## config.mk

```make
export PLATFORM = sky130hd
export DESIGN_NAME = mult_sequencer
export DESIGN_NICKNAME = d
export VERILOG_FILES = /design/src/rtl/mult_sequencer.sv
export SDC_FILE = /design/constraint.sdc
export NUM_CORES = 1
export LEC_CHECK = 0
export BUFFER_PORTS_ARGS = -buffer_cell sky130_fd_sc_hd__buf_2
export CORE_MARGIN = 2
export CORE_UTILIZATION = 30
export CTS_CLUSTER_SIZE = 24
export DETAILED_ROUTE_END_ITERATION = 10
export MAX_ROUTING_LAYER = met4
export PLACE_DENSITY = 0.62
export SLEW_MARGIN = 20
export SYNTH_ARGS = -nofsm -noshare
export SYNTH_HDL_FRONTEND = slang
export SYNTH_SLANG_ARGS = --single-unit
```

## constraint.sdc

```tcl
create_clock -name Clk -period 1.8 [get_ports Clk]
set_clock_uncertainty 0.15 [all_clocks]
set_input_delay 0.36 -clock Clk [delete_from_list [all_inputs] [get_ports Clk]]
set_output_delay 0.36 -clock Clk [all_outputs]
set_load 0.005 [all_outputs]
```

## src/rtl/mult_sequencer.sv

```systemverilog
// mult_sequencer: control sequencer for the signed add-shift multiplier.
// It steps the X/A/B datapath through WIDTH add/shift iterations and uses a
// subtract on the last step, so the product has two's-complement meaning.
// It also handles ClearA_LoadB requests, which are edge-detected.
//
// Ports:
//   Clk      - system clock, rising edge
//   Reset    - synchronous, active-high
//   Start    - level run request (synchronized), acted on only in IDLE
//   LoadB    - ClearA_LoadB request (synchronized), rising edge detected here
//   M        - current B[0] from the datapath
//   Ready    - high in IDLE
//   Busy     - high in CLRA, ADD and SHIFT
//   Done     - one-cycle pulse on the first HOLD cycle
//   Clr_Ld   - clear X and A, load B from Din
//   ClrA     - clear X and A, keep B
//   Add      - load adder result into X:A
//   Fn       - adder function (0 = A+S, 1 = A-S)
//   Shift_En - arithmetic right shift X->A->B
//   Count    - current iteration index
module mult_sequencer #(
  parameter int unsigned WIDTH = 8
) (
  input  logic                       Clk,
  input  logic                       Reset,
  input  logic                       Start,
  input  logic                       LoadB,
  input  logic                       M,
  output logic                       Ready,
  output logic                       Busy,
  output logic                       Done,
  output logic                       Clr_Ld,
  output logic                       ClrA,
  output logic                       Add,
  output logic                       Fn,
  output logic                       Shift_En,
  output logic [$clog2(WIDTH)-1:0]   Count
);

  localparam int unsigned CW   = $clog2(WIDTH);
  localparam logic [CW-1:0] LAST = CW'(WIDTH - 1);

  typedef enum logic [2:0] {
    S_IDLE,
    S_LOADB,
    S_CLRA,
    S_ADD,
    S_SHIFT,
    S_HOLD
  } state_t;

  state_t        state;
  logic [CW-1:0] count;
  logic          first_hold;
  logic          loadb_q;
  logic          loadb_rise;

  // LoadB rising edge; loadb_q resets high so a level held through reset is ignored
  assign loadb_rise = LoadB & ~loadb_q;

  // State, iteration counter, Done flag and edge-detect register
  always_ff @(posedge Clk) begin
    if (Reset) begin
      state      <= S_IDLE;
      count      <= '0;
      first_hold <= 1'b0;
      loadb_q    <= 1'b1;
    end else begin
      loadb_q    <= LoadB;
      first_hold <= 1'b0;
      case (state)
        S_IDLE: begin
          if (loadb_rise) begin
            state <= S_LOADB;
          end else if (Start) begin
            state <= S_CLRA;
            count <= '0;
          end
        end
        S_LOADB: state <= S_IDLE;
        S_CLRA:  state <= S_ADD;
        S_ADD:   state <= S_SHIFT;
        S_SHIFT: begin
          if (count == LAST) begin
            state      <= S_HOLD;
            count      <= '0;
            first_hold <= 1'b1;
          end else begin
            state <= S_ADD;
            count <= count + CW'(1);
          end
        end
        S_HOLD: begin
          // Wait for Start to drop so one Start assertion yields one multiply
          if (!Start) state <= S_IDLE;
        end
        default: state <= S_IDLE;
      endcase
    end
  end

  // Output decode from state, count, M and the first-HOLD flag
  always_comb begin
    Ready    = 1'b0;
    Busy     = 1'b0;
    Done     = 1'b0;
    Clr_Ld   = 1'b0;
    ClrA     = 1'b0;
    Add      = 1'b0;
    Fn       = 1'b0;
    Shift_En = 1'b0;
    case (state)
      S_IDLE:  Ready = 1'b1;
      S_LOADB: Clr_Ld = 1'b1;
      S_CLRA: begin
        Busy = 1'b1;
        ClrA = 1'b1;
      end
      S_ADD: begin
        Busy = 1'b1;
        Add  = M;
        // Last partial product carries negative weight in two's complement
        Fn   = (count == LAST);
      end
      S_SHIFT: begin
        Busy     = 1'b1;
        Shift_En = 1'b1;
      end
      S_HOLD:  Done = first_hold;
      default: ;
    endcase
  end

  assign Count = count;

endmodule

```

Yosys cells after proc, flatten, opt, wreduce, memory -nomap -nowiden
Cells that the tools add are included.
{ "totals": {"reg_bits": 8, "inputBits": 5, "output_inout_bits": 11, "word_cells": 42} }
{ "classes": {"n_addsub": 1, "eq_ne": 10, "n_mux": 18, "bitwise": 3, "n_reduce_logical": 6} }
{ "op_table": {"columns": ["cell", "n"], "rows": [
  ["3-bit 2-to-1 mux", 7],
  ["3-bit one-hot mux with 5 select lines", 1],
  ["3-bit equality test (second input constant)", 3],
  ["1-bit 2-to-1 mux", 9],
  ["3-bit by 2-bit equality test with 1-bit output (second input constant)", 2],
  ["2-bit inequality test (second input constant)", 3],
  ["3-bit one-hot mux with 2 select lines", 1],
  ["3-bit by 1-bit adder with 3-bit output (second input constant)", 1],
  ["3-bit by 1-bit equality test with 1-bit output (second input constant)", 1],
  ["3-bit zero test", 1],
  ["3-bit inequality test (second input constant)", 1],
  ["3-bit AND reduction", 1],
  ["3-bit OR reduction", 1],
  ["1-bit NOT", 2],
  ["2-bit AND reduction", 1],
  ["2-bit nonzero test", 1],
  ["2-bit OR reduction", 1],
  ["1-bit bitwise AND", 1]
]} }

Logic depth before layout (Yosys ltp)
Gate-level depths: netlist (run 1).
{ "depth": {"word_depth": 4, "ltp_mapped": 5, "depth_no_buf": 5} }

Worst setup path before layout (run 1)
OpenSTA, ideal clock, no wires.
{ "synth_timing": {"path_type": "flip-flop to output port", "start": "register count[0] (netlist: Count[0])", "end": "output Fn", "t_arrival_ps": 898, "t_required_ps": 1290, "setup_slack_ps": 392, "stages_incl_launch_ff": 4, "n_path_buf": 0, "cell_sequence": "dfxtp_1 > ha_1 > ha_1 > and3_1"} }
{ "synth_via": {"elab_chain_len": 2} }
{ "synth_rtl": {"columns": ["element", "line_no", "rtl"], "rows": [
  ["from (decl)", "53", "logic [CW-1:0] count;"],
  ["from (signal assigned)", "90", "count <= count + CW'(1);"],
  ["3-bit equality test", "123", "Fn = (count == LAST);"],
  ["1-bit 2-to-1 mux", "112", "case (state)"],
  ["to (decl)", "35", "output logic Fn,"]
]} }
Every way passes these cells.

Worst setup path in the final report (run 1)
Same ends and word-level chain as after synthesis.

==> results.md, run 1 <==
- Critical path type: flip-flop to primary output
- Post-synth design cell area: 440 um2
- Root Buffer: clkbuf_4
- Final hold violation count: 0
- Logic pwr share: 16.0%
- Arrival @ worst endpoint: 1.26 ns
- WL final: 896 um
- TritonRoute pass-1 iters: 4
- Hold Path Class: primary input to flip-flop
- Pin count of the biggest net entering global routing: 13
- Sw power: 0.106 mW
- Worst EP required: 1.29 ns
- Setup violators final: 0
- Number of enable flip-flop cells after synthesis: 0
- Reg power frac: 48.4%
- Die height: 42.3 um
- Initial Util: 33.0%
- Synth area leaders: dfxtp_1, a22o_1, ha_1, o21a_1, a31oi_2
- Vias: 391
- Ports: 16
- Peak supply drop: 0.000374 V
- Max Fanout on Critical Path: 5
- Via-to-Cell Ratio: 4.89
- Hold path depth: 2
- Syn_nets: 55
- CTS sink count: 8
- H-tree levels: 1
- Yosys warnings: 0
- Worst slew pin tran: 0.224 ns
- Setup fix buffers added after clock tree synthesis: 0
- Antenna violations before repair: 0
- Worst Setup Start Kind: flip-flop
- Final GP Congestion: 0.684
- Vias in the first global route: 328
- Period utilization: 98.5%
- Syn-to-layout area delta: 26.7%
- Placed Area: 529 um2
- Row count: 13
- Placement Setup Slack: 0.242 ns
- RSZ-0062 raised after global routing: yes
- DP HPWL: 657 um
- Unique masters post-synth: 29
- Sw Ratio: 26.6%
- IO buf count: 15
- Status: complete, no violations
- #FFs+latches synth: 8
- Setup slack after layout: 0.0276 ns
- Reg clk slew, reported paths: 0.06 ns
- Iter 0 DRT Violations: 3
- Fraction of registers with async set/reset: 0%
- Worst-skew pair later-pin latency: 0.25 ns
- PD cells: 712 nW/um2
- Die Wd: 42.3 um
- All-Layer GR Usage: 11.2%
- CORE AREA: 1330 um2
- Leak: 0.286 nW
- Total gr overflow: 0
- First-pass GRT wire length: 1500 um
- Cell-internal power: 0.292 mW
- Fin crit period: 1.77 ns
- Num CTS Buffers: 3
- Max Root-Sink Buffers: 2
- Main synth FF type: dfxtp_1
- ANT cells: 0
- Max-slew violation count: 0
- Reg2Reg Depth: 5
- Antenna-violating nets left: 0
- Cell taking the most area after synthesis: dfxtp_1
- Worst slew margin: 85.1%
- Worst setup EP type: primary output
- Fin area: 558 um2
- Synth top area share: 36.4%
- Final nets: 74
- Highest clock rate: 564 MHz
- Register area share after synthesis: 36.4%
- Die Area: 1790 um2
- # DRC: 0
- Max Cap Viol: 0
- Clock power share: 35.5%
- Syn Area/Cell: 9.18 um2
- TritonCTS clock tree: built
- Share of cells above drive strength 1: 43.1%
- WL per Instance: 11.2 um
- Post-Syn Instances: 48
-- registers in the layout (all words and copies together), names as in the netlist --
signal      flops
first_hold      1
Count           3
loadb_q         1
state           3
-- critical path, stage by stage, from the launching register on --
cell and delay (ns):
dfxtp_2 0.33, ha_1 0.20, ha_2 0.20, and3_1 0.16, buf_2 0.12
-- layer usage --
| layer | GRT usage, % | share of wire (%) | wire length [um] | up-vias |
|---|---|---|---|---|
| li1 | - | - | - | 204 |
| met1 | 14.2 | 46 | 408 | 174 |
| met2 | 16.3 | 47 | 425 | 9 |
| met3 | 2.59 | 4.0 | 36 | 4 |
| met4 | 5.63 | 2.8 | 25 | 0 |
| met5 | - | 0 | 0 | - |
-- repair_timing --
item | in CTS | in global routing
cloned | 0 | 0
setup endpoints to repair | 1 | 4
hold buffers | 0 | 0
gates resized for setup | 1 | 3
-- layout by cell type (no fill, tap or decap) --
cell type | Yosys | layout
and4_1 | 1 | 1
buf_4 | 0 | 2
nor2b_1 | 1 | 1
nand3_1 | 1 | 1
mux2_1 | 1 | 1
and2_1 | 1 | 1
a22o_1 | 3 | 3
clkbuf_4 | 0 | 3
or2_1 | 2 | 2
buf_2 | 1 | 15
a21oi_1 | 2 | 2
nor2_1 | 3 | 3
ha_1 | 2 | 1
o21a_1 | 2 | 2
nor3_1 | 1 | 1
inv_1 | 2 | 2
ha_2 | 0 | 1
nand2_1 | 2 | 2
a221oi_1 | 1 | 1
or3b_4 | 1 | 1
dfxtp_1 | 8 | 5
nor3b_1 | 1 | 1
or3b_1 | 1 | 1
and3_1 | 2 | 2
nor4_1 | 1 | 1
dfxtp_2 | 0 | 3
nor2_4 | 1 | 1
inv_2 | 1 | 1
a211oi_1 | 1 | 1
a31oi_2 | 1 | 1
nand2b_1 | 2 | 2
-- cells by family after synthesis --
| logic type | synth area share, % |
|---|---|
| buffers and inverters | 7.10 |
| adder cells (fa/ha/maj) | 5.68 |
| AND/OR/NAND/NOR | 30.1 |
| multiplexers | 2.56 |
| AO/OA/AOI/OAI | 18.2 |
| flip-flops | 36.4 |
-- per-stage QoR --
| stage | power (mW) | utilization, % | hold WS, ns | std cells | TNS (ns) |
|---|---|---|---|---|---|
| 6_report | 0.397 | 41.8 | 0.160 | 80 | 0 |
| 4_1_cts | 0.397 | 41.6 | 0.167 | 80 | 0 |
| 5_1_grt | 0.416 | 41.8 | 0.177 | 80 | -0.0269 |
| 3_5_place_dp | 0.259 | 39.7 | 0.350 | 77 | 0 |
| 2_1_floorplan | 0.237 | - | 0.279 | 48 | 0 |
| 3_3_place_gp | 0.259 | 39.7 | 0.346 | 77 | 0 |
-- layout make-up --
type	count	area (um2)
repair buffers	17	90.1
inverters	3	11.3
multi-input cells	34	251
clock buffers	3	22.5
well taps	15	18.8
fillers	133	776
flip-flops and latches	8	164
-- power groups by stage --
| stage | Combinational, mW | Clock, mW | Sequential [mW] |
|---|---|---|---|
| after CTS | 0.0640 | 0.141 | 0.192 |
| after global placement | 0.0634 | 0 | 0.196 |
| after floorplan | 0.0462 | 0 | 0.191 |
| after global routing | 0.0712 | 0.150 | 0.194 |
| after detailed placement | 0.0633 | 0 | 0.196 |
| final | 0.0637 | 0.141 | 0.193 |
-- cell usage after synthesis, drive strengths merged, types with 2 or more instances --
| cell type | n |
|---|---|
| a21oi | 2 |
| a22o | 3 |
| and3 | 2 |
| buf | 2 |
| dfxtp | 8 |
| ha | 2 |
| inv | 3 |
| nand2 | 2 |
| nand2b | 2 |
| nor2 | 4 |
| o21a | 2 |
| or2 | 2 |
| or3b | 2 |
-- final timing paths --
path | endpoint | startpoint | slack (ns)
setup / recovery | Fn | Count[0]$_SDFFE_PP0P_ | 0.03
hold / removal | loadb_q$_SDFF_PP1_ | LoadB | 0.16
setup reg to reg | state[2]$_SDFFE_PP0P_ | Count[0]$_SDFFE_PP0P_ | 0.39
hold reg to reg | Count[1]$_SDFFE_PP0P_ | Count[1]$_SDFFE_PP0P_ | 0.37
Note: power is estimated with default switching activity, not from simulation.
==> run 2: changes to the inputs <==
- SETUP_SLACK_MARGIN: not set -> 0.15
==> results.md, run 2 (synthesis gave the netlist of run 1 again) <==
- All-Layer GR Usage: 14.2%
- Final nets: 81
- Vias: 440
- Placed Area: 529 um2
- Reg power frac: 45.0%
- Setup violators final: 0
- DP HPWL: 657 um
- Critical path type: flip-flop to primary output
- Highest clock rate: 589 MHz
- CTS sink count: 8
- Worst slew margin: 85.1%
- Hold Path Class: primary input to flip-flop
- Syn-to-layout area delta: 51.7%
- RSZ-0062 raised after global routing: yes
- Final setup TNS: 0 ns
- Antenna-violating nets left: 0
- Max Fanout on Critical Path: 2
- Cell-internal power: 0.300 mW
- Die Area: 1790 um2
- TritonCTS clock tree: built
- WL final: 1140 um
- ANT cells: 0
- Sw power: 0.113 mW
- Hold path start: LoadB
- Root Buffer: clkbuf_4
- Initial Util: 33.0%
- Iter 0 DRT Violations: 10
- Reg2Reg Setup Slack: 0.28 ns
- Fin area: 668 um2
- Status: complete, no violations
- Sw Ratio: 27.4%
- Ports: 16
- PD cells: 618 nW/um2
- Most frequent cells in the layout: buf_2, buf_4, dfxtp_1
- Worst setup EP type: primary output
- Fill cells: 124
- Peak supply drop: 0.000374 V
- Final hold violation count: 0
- Worst Setup SP: Count[0]$_SDFFE_PP0P_
- Commonest non-fill, non-tap cell in the layout: buf_2
- WL per Instance: 13.1 um
- Die Wd: 42.3 um
- Fin crit period: 1.70 ns
- Total gr overflow: 0
- Arrival @ worst endpoint: 1.19 ns
- Pin count of the biggest net entering global routing: 13
- Max Root-Sink Buffers: 2
- Logic pwr share: 20.5%
- Period utilization: 94.4%
- Antenna violations before repair: 0
- Clock power share: 34.5%
- Register Area: 173 um2
- Reg clk slew, reported paths: 0.06 ns
- Worst Setup Start Kind: flip-flop
- Max-slew violation count: 0
- Final Core Density: 50.1%
- CORE AREA: 1330 um2
- Share of cells above drive strength 1: 56.9%
- Leak: 0.325 nW
- Row count: 13
- Launch instance of the worst register-to-register path: state[2]$_SDFFE_PP0P_
- H-tree levels: 1
- Via-to-Cell Ratio: 5.06
- TritonRoute pass-1 iters: 4
- Worst-skew pair later-pin latency: 0.25 ns
- Worst slew pin tran: 0.224 ns
- Multi-input gate area: 294 um2
- Worst EP required: 1.29 ns
- Hold Buf Count CTS: 0
- Die height: 42.3 um
- First-pass GRT wire length: 1880 um
- IO buf count: 15
- Max Cap Viol: 0
- Num CTS Buffers: 3
- # DRC: 0
- Vias in the first global route: 386
- Final GP Congestion: 0.684
[run 2: cell count changes in the layout (fill, tap and decap cells not counted), sizes merged]
| cell | delta |
|---|---|
| buf | +7 |
[run 2: worst paths after layout]
| path | endpoint | depth (start not counted) |
|---|---|---|
| min | loadb_q$_SDFF_PP1_ | 2 |
| max reg2reg | Count[0]$_SDFFE_PP0P_ | 4 |
| max | Fn | 4 |
| min reg2reg | Count[1]$_SDFFE_PP0P_ | 1 |
[run 2: per-layer routing]
layer	vias to the layer above	global-route usage, %	wire [um]
met5	-	-	0
met4	0	5.63	14
met3	2	2.59	43
met2	17	20.9	534
met1	201	19.2	550
li1	220	-	-
[run 2: power by group through the flow]
| stage | clock network [mW] | registers [mW] | logic, mW |
|---|---|---|---|
| 5_1_grt | 0.151 | 0.187 | 0.0929 |
| 2_1_floorplan | 0 | 0.191 | 0.0462 |
| 6_report | 0.142 | 0.186 | 0.0846 |
| 4_1_cts | 0.141 | 0.185 | 0.0779 |
| 3_5_place_dp | 0 | 0.196 | 0.0633 |
| 3_3_place_gp | 0 | 0.196 | 0.0634 |
[run 2: cell type report]
class / instances / area share [%]
Inverter: 3 / 1.69
Tap cell: 15 / 2.81
Clock buffer: 3 / 3.37
Multi-Input combinational cell: 34 / 44.0
Sequential cell: 8 / 25.8
Timing Repair Buffer: 24 / 22.3
[run 2: timing repair]
action | 4_1_cts | 5_1_grt
gates cloned | 0 | 0
gates resized for setup | 15 | 2
buffers inserted | 6 | 1
setup endpoints to repair | 5 | 5
pin swaps | 2 | 1
[run 2: critical path, stage by stage (launching register included)]
cell and delay [ns]:
dfxtp_4 0.35, ha_4 0.16, ha_4 0.16, and3_4 0.16
buf_6 0.11
[run 2: stage by stage]
step                hold slack [ns]  setup slack, ns  cells  power, mW
floorplan                     0.279            0.392     48      0.237
global placement              0.346            0.277     77      0.259
detailed placement            0.350            0.242     77      0.259
CTS                           0.167            0.114     86      0.404
global route                  0.176           0.0705     87      0.430
finish                        0.160            0.101     87      0.413
==> run 3: changes to the inputs <==
- GPL_TIMING_DRIVEN: not set -> 0
==> results.md, run 3 (synthesis gave the netlist of run 1 again) <==
- Status: complete, no violations
- Vias: 437
- Period utilization: 97.1%
- Die height: 42.3 um
- Root Buffer: clkbuf_4
- Cell-internal power: 0.318 mW
- Commonest non-fill, non-tap cell in the layout: buf_2
- Setup violators final: 0
- Initial Util: 33.0%
- Share of cells above drive strength 1: 57.5%
- Reg clk slew, reported paths: 0.06 ns
- Syn-to-layout area delta: 52.3%
- Die Wd: 42.3 um
- IO buf count: 15
- Leak: 0.335 nW
- Highest clock rate: 572 MHz
- PD cells: 647 nW/um2
- CORE AREA: 1330 um2
- Vias in the first global route: 380
- Iter 0 DRT Violations: 6
- Pin count of the biggest net entering global routing: 11
- Antenna-violating nets left: 0
- Ports: 16
- Global Route met1 Usage: 16.8%
- Sw Ratio: 26.7%
- All-Layer GR Usage: 13.3%
- Via-to-Cell Ratio: 4.97
- Clock power share: 32.9%
- ANT cells: 0
- Routing usage on met2: 16.3%
- Hold Buf Count CTS: 0
- First-pass GRT wire length: 1690 um
- Multi-input gate area: 287 um2
- Met3 Use GR: 4.31%
- Sw power: 0.116 mW
- Logic pwr share: 23.5%
- Final GP Congestion: 0.691
- WL final: 995 um
- Final setup TNS: 0 ns
- CTS sink count: 8
- TritonCTS clock tree: built
- Register Area: 165 um2
- Worst slew margin: 82.5%
- TritonRoute pass-1 iters: 4
- Worst Setup Start Kind: flip-flop
- Peak supply drop: 0.000270 V
- Placed Area: 534 um2
- H-tree levels: 1
- Row count: 13
- Most Crowded Layer GR: met1
- Fin area: 671 um2
- RSZ-0062 raised after global routing: yes
- Max Fanout on Critical Path: 5
- WL per Instance: 11.3 um
- Final hold violation count: 0
- Reg power frac: 43.6%
- Max Cap Viol: 0
- Arrival @ worst endpoint: 1.24 ns
- Fin crit period: 1.75 ns
- Fill cells: 131
- Max-slew violation count: 0
- Num CTS Buffers: 3
- Worst slew pin tran: 0.260 ns
- Max Root-Sink Buffers: 2
- Antenna violations before repair: 0
- Worst setup EP type: primary output
- Hold Path Class: primary input to flip-flop
- Total gr overflow: 0
- Most frequent cells in the layout: buf_2, buf_4, dfxtp_2, dfxtp_1
- Die Area: 1790 um2
- Worst EP required: 1.29 ns
- Final nets: 82
- Worst-skew pair later-pin latency: 0.26 ns
- # DRC: 0
- Critical path type: flip-flop to primary output
## run 3: power groups by stage
stage / logic [mW] / clock network, mW / registers (mW)
floorplan: 0.0462 / 0 / 0.191
global placement: 0.0706 / 0 / 0.191
detailed placement: 0.0707 / 0 / 0.192
CTS: 0.0855 / 0.144 / 0.188
global route: 0.111 / 0.158 / 0.190
finish: 0.102 / 0.143 / 0.189
## run 3: routing by layer
metal | vias up | wire length [um]
met4 | 0 | 27
li1 | 223 | -
met1 | 201 | 474
met5 | - | 0
met3 | 4 | 37
met2 | 9 | 455
## run 3: metrics by stage
stage | setup slack [ns] | utilization (%) | cells | power (mW) | hold slack, ns
after CTS | 0.0364 | 46.1 | 85 | 0.418 | 0.160
final | 0.0521 | 50.3 | 88 | 0.434 | 0.163
after global routing | 0.00697 | 50.3 | 88 | 0.459 | 0.164
after global placement | 0.247 | 40.1 | 78 | 0.262 | 0.342
after floorplan | 0.392 | - | 48 | 0.237 | 0.279
after detailed placement | 0.233 | 40.1 | 78 | 0.262 | 0.349
## run 3: path summary, 6_finish.rpt
| check | startpoint | endpoint | slack [ns] | depth (start not counted) |
|---|---|---|---|---|
| setup / recovery | state[1]$_SDFFE_PP0P_ | Busy | 0.05 | 4 |
| hold / removal | LoadB | loadb_q$_SDFF_PP1_ | 0.16 | 2 |
| setup reg to reg | state[1]$_SDFFE_PP0P_ | Count[1]$_SDFFE_PP0P_ | 0.38 | 5 |
| hold reg to reg | Count[1]$_SDFFE_PP0P_ | Count[1]$_SDFFE_PP0P_ | 0.34 | 1 |
## run 3: area by class of cell
cell class	count	share of cell area (%)
timing repair buffer	22	19.0
sequential	8	24.6
buffer	3	5.41
clock buffer	3	3.36
multi-input combinational	34	42.7
inverter	3	2.05
tap	15	2.80
## run 3: repair_timing
action,4_1_cts,5_1_grt
setup endpoints to repair,8,7
buffers inserted,4,3
pin swaps,1,1
gates resized for setup,7,12
## run 3: worst max-delay path: stages (launching register included)
cell and delay [ns]:
dfxtp_2 0.32, buf_6 0.11, or3b_4 0.39, nand2_2 0.06
buf_2 0.10
